==> config.mk <==
export PLATFORM = sky130hd
export DESIGN_NAME = bpsk_stimulus_gen
export DESIGN_NICKNAME = d
export VERILOG_FILES = /design/src/rtl/bpsk_pkg.sv /design/src/rtl/bpsk_bit_source.sv /design/src/rtl/cosine_lut.sv /design/src/rtl/bpsk_stimulus_gen.sv
export SDC_FILE = /design/constraint.sdc
export NUM_CORES = 1
export LEC_CHECK = 0
export BUFFER_PORTS_ARGS = -buffer_cell sky130_fd_sc_hd__buf_2
export CORE_MARGIN = 5
export CORE_UTILIZATION = 50
export CTS_CLUSTER_DIAMETER = 100
export CTS_CLUSTER_SIZE = 30
export DETAILED_ROUTE_END_ITERATION = 8
export GPL_TIMING_DRIVEN = 0
export PLACE_DENSITY = 0.81
export SYNTH_ARGS = -nofsm -noshare
export SYNTH_HDL_FRONTEND = slang
export SYNTH_SLANG_ARGS = --single-unit
==> constraint.sdc <==
create_clock -name clk -period 1.65 [get_ports clk]
set_input_delay 0.33 -clock clk [delete_from_list [all_inputs] [get_ports clk]]
set_output_delay 0.33 -clock clk [all_outputs]
set_load 0.01 [all_outputs]
==> src/rtl/bpsk_pkg.sv <==
// Shared definitions for the BPSK stimulus source and the demodulator tests:
// build defaults, source-mode encoding, PRBS7 constants and a saturating negate.
package bpsk_pkg;

    localparam int FIXDT_64_A_WIDTH           = 16;
    localparam int CARRIER_SAMPLES_PER_PERIOD = 16;
    localparam int SAMPLING_FREQ              = 1_000_000;
    localparam int CARRIER_FREQ               = 250_000;
    localparam int SAMPLES_PER_SYMBOL         = 8;

    typedef enum logic [1:0] {
        SRC_ALT   = 2'd0,
        SRC_PRBS7 = 2'd1,
        SRC_EXT   = 2'd2,
        SRC_ONE   = 2'd3
    } bpsk_src_mode_e;

    // x^7 + x^6 + 1: feedback is the XOR of the two top bits.
    localparam logic [6:0] PRBS7_SEED = 7'h7F;
    localparam logic [6:0] PRBS7_TAPS = 7'h60;

    // Two's-complement negate of a w-bit value held sign-extended in x;
    // the most-negative value maps to the most-positive instead of itself.
    function automatic longint sat_neg(input longint x, input int w);
        longint lo;
        lo = -(64'sd1 <<< (w - 1));
        if (x == lo) begin
            return -lo - 64'sd1;
        end
        return -x;
    endfunction

endpackage

==> src/rtl/bpsk_bit_source.sv <==
// Chooses the bit that keys the carrier: alternating, PRBS7, constant one or
// an external stream. Owns the current bit, LFSR and sticky underrun flag.
module bpsk_bit_source
    import bpsk_pkg::*;
(
    input  logic       clk,
    input  logic       rst,
    input  logic       boundary,
    input  logic [1:0] mode,
    input  logic       ext_bit,
    input  logic       ext_valid,
    output logic       ext_ready,
    output logic       next_bit,
    output logic       underrun
);

    // Handshake: ext_ready is combinational and high only in a boundary cycle
    // in EXT mode outside reset; ext_bit is taken iff ext_ready && ext_valid.
    // ext_valid low in that cycle repeats the current bit and flags underrun.
    bpsk_src_mode_e src_mode;
    logic           cur_bit;
    logic [6:0]     lfsr;
    logic           lfsr_fb;
    logic           starve;

    assign src_mode = bpsk_src_mode_e'(mode);
    assign lfsr_fb  = ^(lfsr & PRBS7_TAPS);

    always_comb begin
        next_bit  = cur_bit;
        ext_ready = 1'b0;
        starve    = 1'b0;
        if (boundary) begin
            unique case (src_mode)
                SRC_ALT:   next_bit = ~cur_bit;
                SRC_PRBS7: next_bit = lfsr[6];
                SRC_EXT: begin
                    ext_ready = ~rst;
                    if (ext_valid) begin
                        next_bit = ext_bit;
                    end else begin
                        starve = 1'b1;
                    end
                end
                SRC_ONE:   next_bit = 1'b1;
            endcase
        end
    end

    always_ff @(posedge clk) begin
        if (rst) begin
            cur_bit  <= 1'b0;
            lfsr     <= PRBS7_SEED;
            underrun <= 1'b0;
        end else begin
            if (boundary) begin
                cur_bit <= next_bit;
            end
            if (boundary && src_mode == SRC_PRBS7) begin
                lfsr <= {lfsr[5:0], lfsr_fb};
            end
            if (starve) begin
                underrun <= 1'b1;
            end
        end
    end

endmodule

==> src/rtl/cosine_lut.sv <==
// Full-period cosine ROM with combinational read ports. The entry at pi is
// negative full scale, so a negated sample can reach the saturation case.
module cosine_lut #(
    parameter int DEPTH      = 16,
    parameter int WIDTH      = 16,
    parameter int READ_PORTS = 1
) (
    input  logic [READ_PORTS*$clog2(DEPTH)-1:0] addr,
    output logic [READ_PORTS*WIDTH-1:0]         data
);

    localparam int AW = $clog2(DEPTH);

    function automatic longint cos_entry(input int k);
        longint amp;
        longint pi_q;
        longint x;
        longint x2;
        longint t;
        longint sum;
        int     q;
        bit     neg;
        amp = (64'sd1 <<< (WIDTH - 1)) - 64'sd1;
        if (k == 0) return amp;
        if (k == DEPTH / 2) return -amp - 64'sd1;
        if (k == DEPTH / 4 || k == 3 * DEPTH / 4) return 64'sd0;
        if (k < DEPTH / 4) begin
            q = k;
            neg = 1'b0;
        end else if (k < DEPTH / 2) begin
            q = DEPTH / 2 - k;
            neg = 1'b1;
        end else if (k < 3 * DEPTH / 4) begin
            q = k - DEPTH / 2;
            neg = 1'b1;
        end else begin
            q = DEPTH - k;
            neg = 1'b0;
        end
        // Q30 Taylor series on the first-quadrant angle.
        pi_q = 64'sd3373259426;
        x    = (pi_q * 64'sd2 * longint'(q)) / longint'(DEPTH);
        x2   = (x * x) >>> 30;
        sum  = 64'sd1 <<< 30;
        t    = sum;
        for (int n = 1; n <= 6; n++) begin
            t   = -((t * x2) >>> 30) / longint'((2 * n - 1) * (2 * n));
            sum = sum + t;
        end
        t = (sum * amp + (64'sd1 <<< 29)) >>> 30;
        return neg ? -t : t;
    endfunction

    logic [WIDTH-1:0] rom [DEPTH];

    for (genvar i = 0; i < DEPTH; i++) begin : g_rom
        localparam logic [WIDTH-1:0] ENTRY = WIDTH'(cos_entry(i));
        assign rom[i] = ENTRY;
    end

    for (genvar p = 0; p < READ_PORTS; p++) begin : g_port
        assign data[p*WIDTH +: WIDTH] = rom[addr[p*AW +: AW]];
    end

endmodule

==> src/rtl/bpsk_stimulus_gen.sv <==
// BPSK sample source: phase accumulator into a cosine ROM, keyed by a selectable
// bit stream, with a one-cycle registered output and a symbol-start strobe.
module bpsk_stimulus_gen
    import bpsk_pkg::*;
#(
    parameter int SAMPLE_W     = FIXDT_64_A_WIDTH,
    parameter int LUT_DEPTH    = CARRIER_SAMPLES_PER_PERIOD,
    parameter int PHASE_STEP   = CARRIER_SAMPLES_PER_PERIOD / (SAMPLING_FREQ / CARRIER_FREQ),
    parameter int SPS          = SAMPLES_PER_SYMBOL,
    parameter int PHASE_OFFSET = 0
) (
    input  logic                clk,
    input  logic                rst,
    input  logic                en,
    input  logic [1:0]          mode,
    input  logic                ext_bit,
    input  logic                ext_valid,
    output logic                ext_ready,
    output logic [SAMPLE_W-1:0] sample_out,
    output logic                sample_valid,
    output logic                bit_out,
    output logic                sym_start,
    output logic                underrun
);

    localparam int AW = $clog2(LUT_DEPTH);
    localparam int CW = $clog2(SPS);

    logic [AW-1:0]              angle;
    logic [CW-1:0]              sym_cnt;
    logic                       boundary;
    logic                       next_bit;
    logic [SAMPLE_W-1:0]        lut_data;
    logic signed [SAMPLE_W-1:0] c;
    logic signed [SAMPLE_W-1:0] keyed;

    assign boundary = en && (sym_cnt == '0);

    bpsk_bit_source u_bit_source (
        .clk       (clk),
        .rst       (rst),
        .boundary  (boundary),
        .mode      (mode),
        .ext_bit   (ext_bit),
        .ext_valid (ext_valid),
        .ext_ready (ext_ready),
        .next_bit  (next_bit),
        .underrun  (underrun)
    );

    cosine_lut #(
        .DEPTH      (LUT_DEPTH),
        .WIDTH      (SAMPLE_W),
        .READ_PORTS (1)
    ) u_lut (
        .addr (angle),
        .data (lut_data)
    );

    // The ROM is read with the pre-increment angle so the first sample after
    // reset sits exactly at PHASE_OFFSET.
    assign c     = signed'(lut_data);
    assign keyed = next_bit ? c : SAMPLE_W'(sat_neg(longint'(c), SAMPLE_W));

    always_ff @(posedge clk) begin
        if (rst) begin
            angle        <= AW'(PHASE_OFFSET);
            sym_cnt      <= '0;
            sample_out   <= '0;
            sample_valid <= 1'b0;
            bit_out      <= 1'b0;
            sym_start    <= 1'b0;
        end else if (en) begin
            angle        <= angle + AW'(PHASE_STEP);
            sym_cnt      <= (sym_cnt == CW'(SPS - 1)) ? '0 : sym_cnt + CW'(1);
            sample_out   <= keyed;
            sample_valid <= 1'b1;
            bit_out      <= next_bit;
            sym_start    <= boundary;
        end else begin
            sample_valid <= 1'b0;
        end
    end

endmodule

# [Word-level counts from Yosys, hierarchy flattened]
# Memory sizes are Yosys's and may differ from the RTL's.
# Cells that the tools add are included.
[classes] addsub=3 n_eq_ne=5 mux=16 n_reduce_logical=5 n_bitwise=3 magnitude_cmp=1
[ops] cell="$mux W16" n=4
[ops] cell="$eq A16 B16 Y1 const B" n=1
[ops] cell="$neg A16 Y16" n=1
[ops] cell="$mux W15" n=1
[ops] cell="$mux W1" n=9
[ops] cell="$reduce_xor A7 Y1" n=1
[ops] cell="$ge A5 B5 Y1 const B" n=1
[ops] cell="$not A4 Y5" n=1
[ops] cell="$add A4 B3 Y4 const B" n=1
[ops] cell="$eq A2 B2 Y1 const B" n=2
[ops] cell="$pmux W1 S4" n=1
[ops] cell="$add A3 B1 Y3 const B" n=1
[ops] cell="$eq A3 B3 Y1 const B" n=1
[ops] cell="$logic_not A3 Y1" n=1
[ops] cell="$mux W3" n=1
[ops] cell="$eq A2 B1 Y1 const B" n=1
[ops] cell="$logic_and A1 B1 Y1" n=2
[ops] cell="$logic_not A2 Y1" n=1
[ops] cell="$not A1 Y1" n=2
[word_totals] memories=1 wordCells=43 output_inout_bits=21 register_bits=35 mem_bits_ro=256 in_bits=7
[memory_table] name="(no name shown)" depth=16 word_bits=16 rd=1 rd_clocked_by_memory_dff=0 wr=0 line_no="cosine_lut.sv:62" text="assign data[p*WIDTH +: WIDTH] = rom[addr[p*AW +: AW]];"

# [Logic depth before layout (Yosys ltp)]
[logic_depth] ltp_word=8 ltp_mapped=7 mapped_depth_nobuf=6

# [Cells and area by module]
# Synthesis repeated with hierarchy kept, for this count alone.
[hier_totals] hier_cells=241 hier_area_um2=2167.1
[by_module_without_submodules] module="bpsk_stimulus_gen" instances=1 area_each_um2=1350.0 cells_each=142 seq_area_each_um2=480.5
[by_module_without_submodules] module="bpsk_bit_source" instances=1 area_each_um2=419.2 cells_each=46 seq_area_each_um2=180.2
[by_module_without_submodules] module="cosine_lut" instances=1 area_each_um2=397.9 cells_each=53 seq_area_each_um2=0.0

# [Worst setup path after synthesis]
# OpenSTA, ideal clock, no wires.
[synth_path] path_type="flip-flop to output port" start="register sym_cnt[0]" end="output port ext_ready" path_slack_ns=0.176 required_time_ns=1.320 arrival_ns=1.144 n_path_buf=0 path_stages_with_launch=5 cell_sequence="dfxtp_1 > inv_1 > ha_1 > nand3b_4 > nor4b_1"
[synth_between] elab_chain_cells=3
[synth_lines] item="start: declaration" line_no="bpsk_stimulus_gen.sv:30" text="logic [CW-1:0] sym_cnt;"
[synth_lines] item="start signal: assignment" line_no="bpsk_stimulus_gen.sv:75" text="sym_cnt <= (sym_cnt == CW'(SPS - 1)) ? '0 : sym_cnt + CW'(1);"
[synth_lines] item="$logic_not A3 Y1" line_no="bpsk_stimulus_gen.sv:37" text="assign boundary = en && (sym_cnt == '0);"
[synth_lines] item="$logic_and A1 B1 Y1" line_no="bpsk_stimulus_gen.sv:37"
[synth_lines] item="$mux W1" line_no="bpsk_bit_source.sv:33" text="if (boundary) begin"
[synth_lines] item="end: declaration" line_no="bpsk_stimulus_gen.sv:18" text="output logic ext_ready,"
# Every way passes these cells.

# [Worst setup path in the final report]
[layout_path] start="register sym_cnt[1]" end="output port ext_ready"
# The elaborated chain is that of the path after synthesis.

==> flow_summary.json <==
{
  "synthesis.area_um2": 1020,
  "worstPathRequired_ns": 1.32,
  "maxCapViolCount": 0,
  "num_vias": 828,
  "cp_slowest_cell": "dfxtp_2",
  "grt_first_pass_wirelength_mm": 3.42,
  "synthCells": 105,
  "r2r-end": "u_bit_source.lfsr[5]",
  "dieHeight_um": 55.2,
  "period_minus_slack_ns": 1.65,
  "critical_path.top_delay_family": "flip-flops",
  "ys_types": 28,
  "hp-start": "rst",
  "antennaDiodeCount": 0,
  "cts_hold_buf": 0,
  "root_buffer": "clkbuf_4",
  "antenna_found_initial": 0,
  "rr_worst_depth": 8,
  "postRouteAntennaNets": 0,
  "grt_pass1_vias": 783,
  "initial_utilization": 0.522,
  "grt_max_degree": 16,
  "slowest_delay_ns": 0.34,
  "setup_violations": 1,
  "crit_chain": "inv_2 > ha_4 > nand3b_4 > nor4b_4 > buf_2",
  "cts_tree": "done",
  "grtUsageTotal": 0.136,
  "r2r_slack_ns": 0.05,
  "synth-main-ff-cell": "dfxtp_1",
  "synth-edff-count": 0,
  "peakVddDrop_uv": 633,
  "ys_ff_latch": 20,
  "min_path_cells": 3,
  "ioPinCount": 28,
  "fmax_ghz": 0.606,
  "clk_pin_slew_ns": 0.11,
  "row_count": 16,
  "min_path_type": "in2reg",
  "die_width_um": 55.2,
  "p_per_area_nw_per_um2": 821,
  "crit_fanout": 3,
  "place_congestion": 0.816,
  "leakage_nw": 0.639,
  "htreeDepth": 1,
  "crit_arrival_ns": 1.32,
  "tns_ns": -0.000832,
  "violations": "negative setup slack",
  "drt_wl_total_mm": 2.06,
  "hold_viol": 0,
  "postSynthAreaPerCell_um2": 9.75,
  "power_w": 0.00107,
  "drc": 0,
  "area_growth_syn_to_layout_pct": 27.0,
  "die_area_um2": 3050,
  "final_cell_mix": "buf_2, buf_4, dfxtp_1",
  "holdWs_ns": 0.346,
  "synthArstFlopShare": 0,
  "min_period_over_period": 1.00,
  "crit_type": "reg2out",
  "cts_max_path_buffers": 2,
  "crit_buf_inv": 2,
  "first_pass_iters": 4,
  "syn_nets": 117,
  "fillerInstances": 176,
  "grt-ovfl-total": 0,
  "cts_sinks": 20,
  "yosysSeqAreaShare": 0.391,
  "place_hpwl_mm": 1.44,
  "rsz0062_at_grt": "yes",
  "critPathLaunchType": "flop",
  "wl_per_cell_um": 12.2,
  "postLayoutSetupSlackWorst_ns": -0.000832,
  "r2r-start": "sym_cnt[1]",
  "status": "finished with violations",
  "slew_violations": 0,
  "io_buffers": 26,
  "core_area_um2": 1960,
  "cp-end-kind": "output port",
  "drt_iter0_drc": 6,
  "min_to": "sample_out[14]",
  "max_slew_margin": 0.666,
  "yosys_warnings": 0,
  "drive_gt1_frac": 0.451,
  "tightestPinTransition_ns": 0.501,
  "viasPerCell": 4.90,
  "clk_latency_ns": 0.29,
  "final_common_cell": "buf_2",
  "fin_skew_ns": 0.000973,
  "numCtsBuffers": 3,
  "final_nets": 156
}
registers in the layout, summed over array words and instances (netlist names):
signal                 flops
u_bit_source.cur_bit       1
sample_valid               1
sample_out                 3
u_bit_source.underrun      1
bit_out                    1
sym_cnt                    3
sym_start                  1
angle                      2
u_bit_source.lfsr          7
worst max-delay path by stage:
stage                     cells after the start  slack, ns              endpoint        from
after floorplan                               4       0.18             ext_ready  sym_cnt[0]
after global placement                        7       0.09  u_bit_source.lfsr[5]  sym_cnt[0]
after detailed placement                      7       0.04  u_bit_source.lfsr[5]  sym_cnt[0]
after CTS                                     5       0.01             ext_ready  sym_cnt[1]
after global routing                          5      -0.06             ext_ready  sym_cnt[1]
final                                         5    -0.0008             ext_ready  sym_cnt[1]
worst reg2reg max path, cell delays in order, from the launching register on:
cell,delay (ns)
dfxtp_2,0.34
inv_2,0.07
ha_4,0.14
nand3b_4,0.10
buf_4,0.16
nor3b_4,0.23
buf_6,0.16
nor2b_1,0.05
a211o_1,0.27
power breakdown:
group,total [W],internal (W),switching [W]
combinational,0.000298,0.000159,0.000139
clock,0.000224,0.0000848,0.000139
sequential,0.000545,0.000519,0.0000264
total,0.00107,0.000762,0.000304
per-stage QoR:
stage	std cells	setup WS, ns	utilization	instance area, um2
2_1_floorplan	105	0.176	-	1020
3_3_place_gp	158	0.0949	0.605	1190
3_5_place_dp	158	0.0448	0.605	1190
4_1_cts	165	0.0125	0.643	1260
5_1_grt	169	-0.0642	0.663	1300
6_report	169	-0.000832	0.663	1300
synth_stat cells, drive strengths merged, types with 2 or more instances:
cell     n  area, um2
dfxtp   20        400
buf     16        121
nor2    12       45.0
nor2b    9       56.3
a211o    8       70.1
inv      6       22.5
ha       5       62.6
mux2i    4       40.0
a21oi    3       15.0
a311oi   2       30.0
clkbuf   2       7.51
nand2    2       7.51
nor3b    2       26.3
nor4b    2       17.5
o21bai   2       15.0
timing repair:
action                     in CTS  in global routing
resized for setup               7                  1
pin swaps                       2                  1
setup buffers                   4                  4
setup endpoints to repair       1                  4
final cells by class:
class	instances	area, um2	share of cell area
clock buffers	3	22.5	0.0173
repair buffers	34	190	0.146
inverters	6	22.5	0.0173
well taps	27	33.8	0.0260
flip-flops and latches	20	403	0.310
multi-input cells	61	499	0.384
plain buffers	18	129	0.0991
cells by family after synthesis:
logic type / share of synthesized area
multiplexers: 0.0391
AO/OA/AOI/OAI: 0.149
buffers and inverters: 0.148
AND/OR/NAND/NOR: 0.194
adder cells (fa/ha/maj): 0.0611
flip-flops: 0.391
XOR/XNOR: 0.0171
routing by layer:
metal / track usage / up-vias / share of wire
li1: - / 416 / -
met1: 0.144 / 386 / 0.43
met2: 0.240 / 24 / 0.50
met3: 0.0513 / 2 / 0.068
met4: 0.0590 / 0 / 0.0049
met5: 0 / - / 0
No activity file was read; power rests on OpenSTA's default activity.
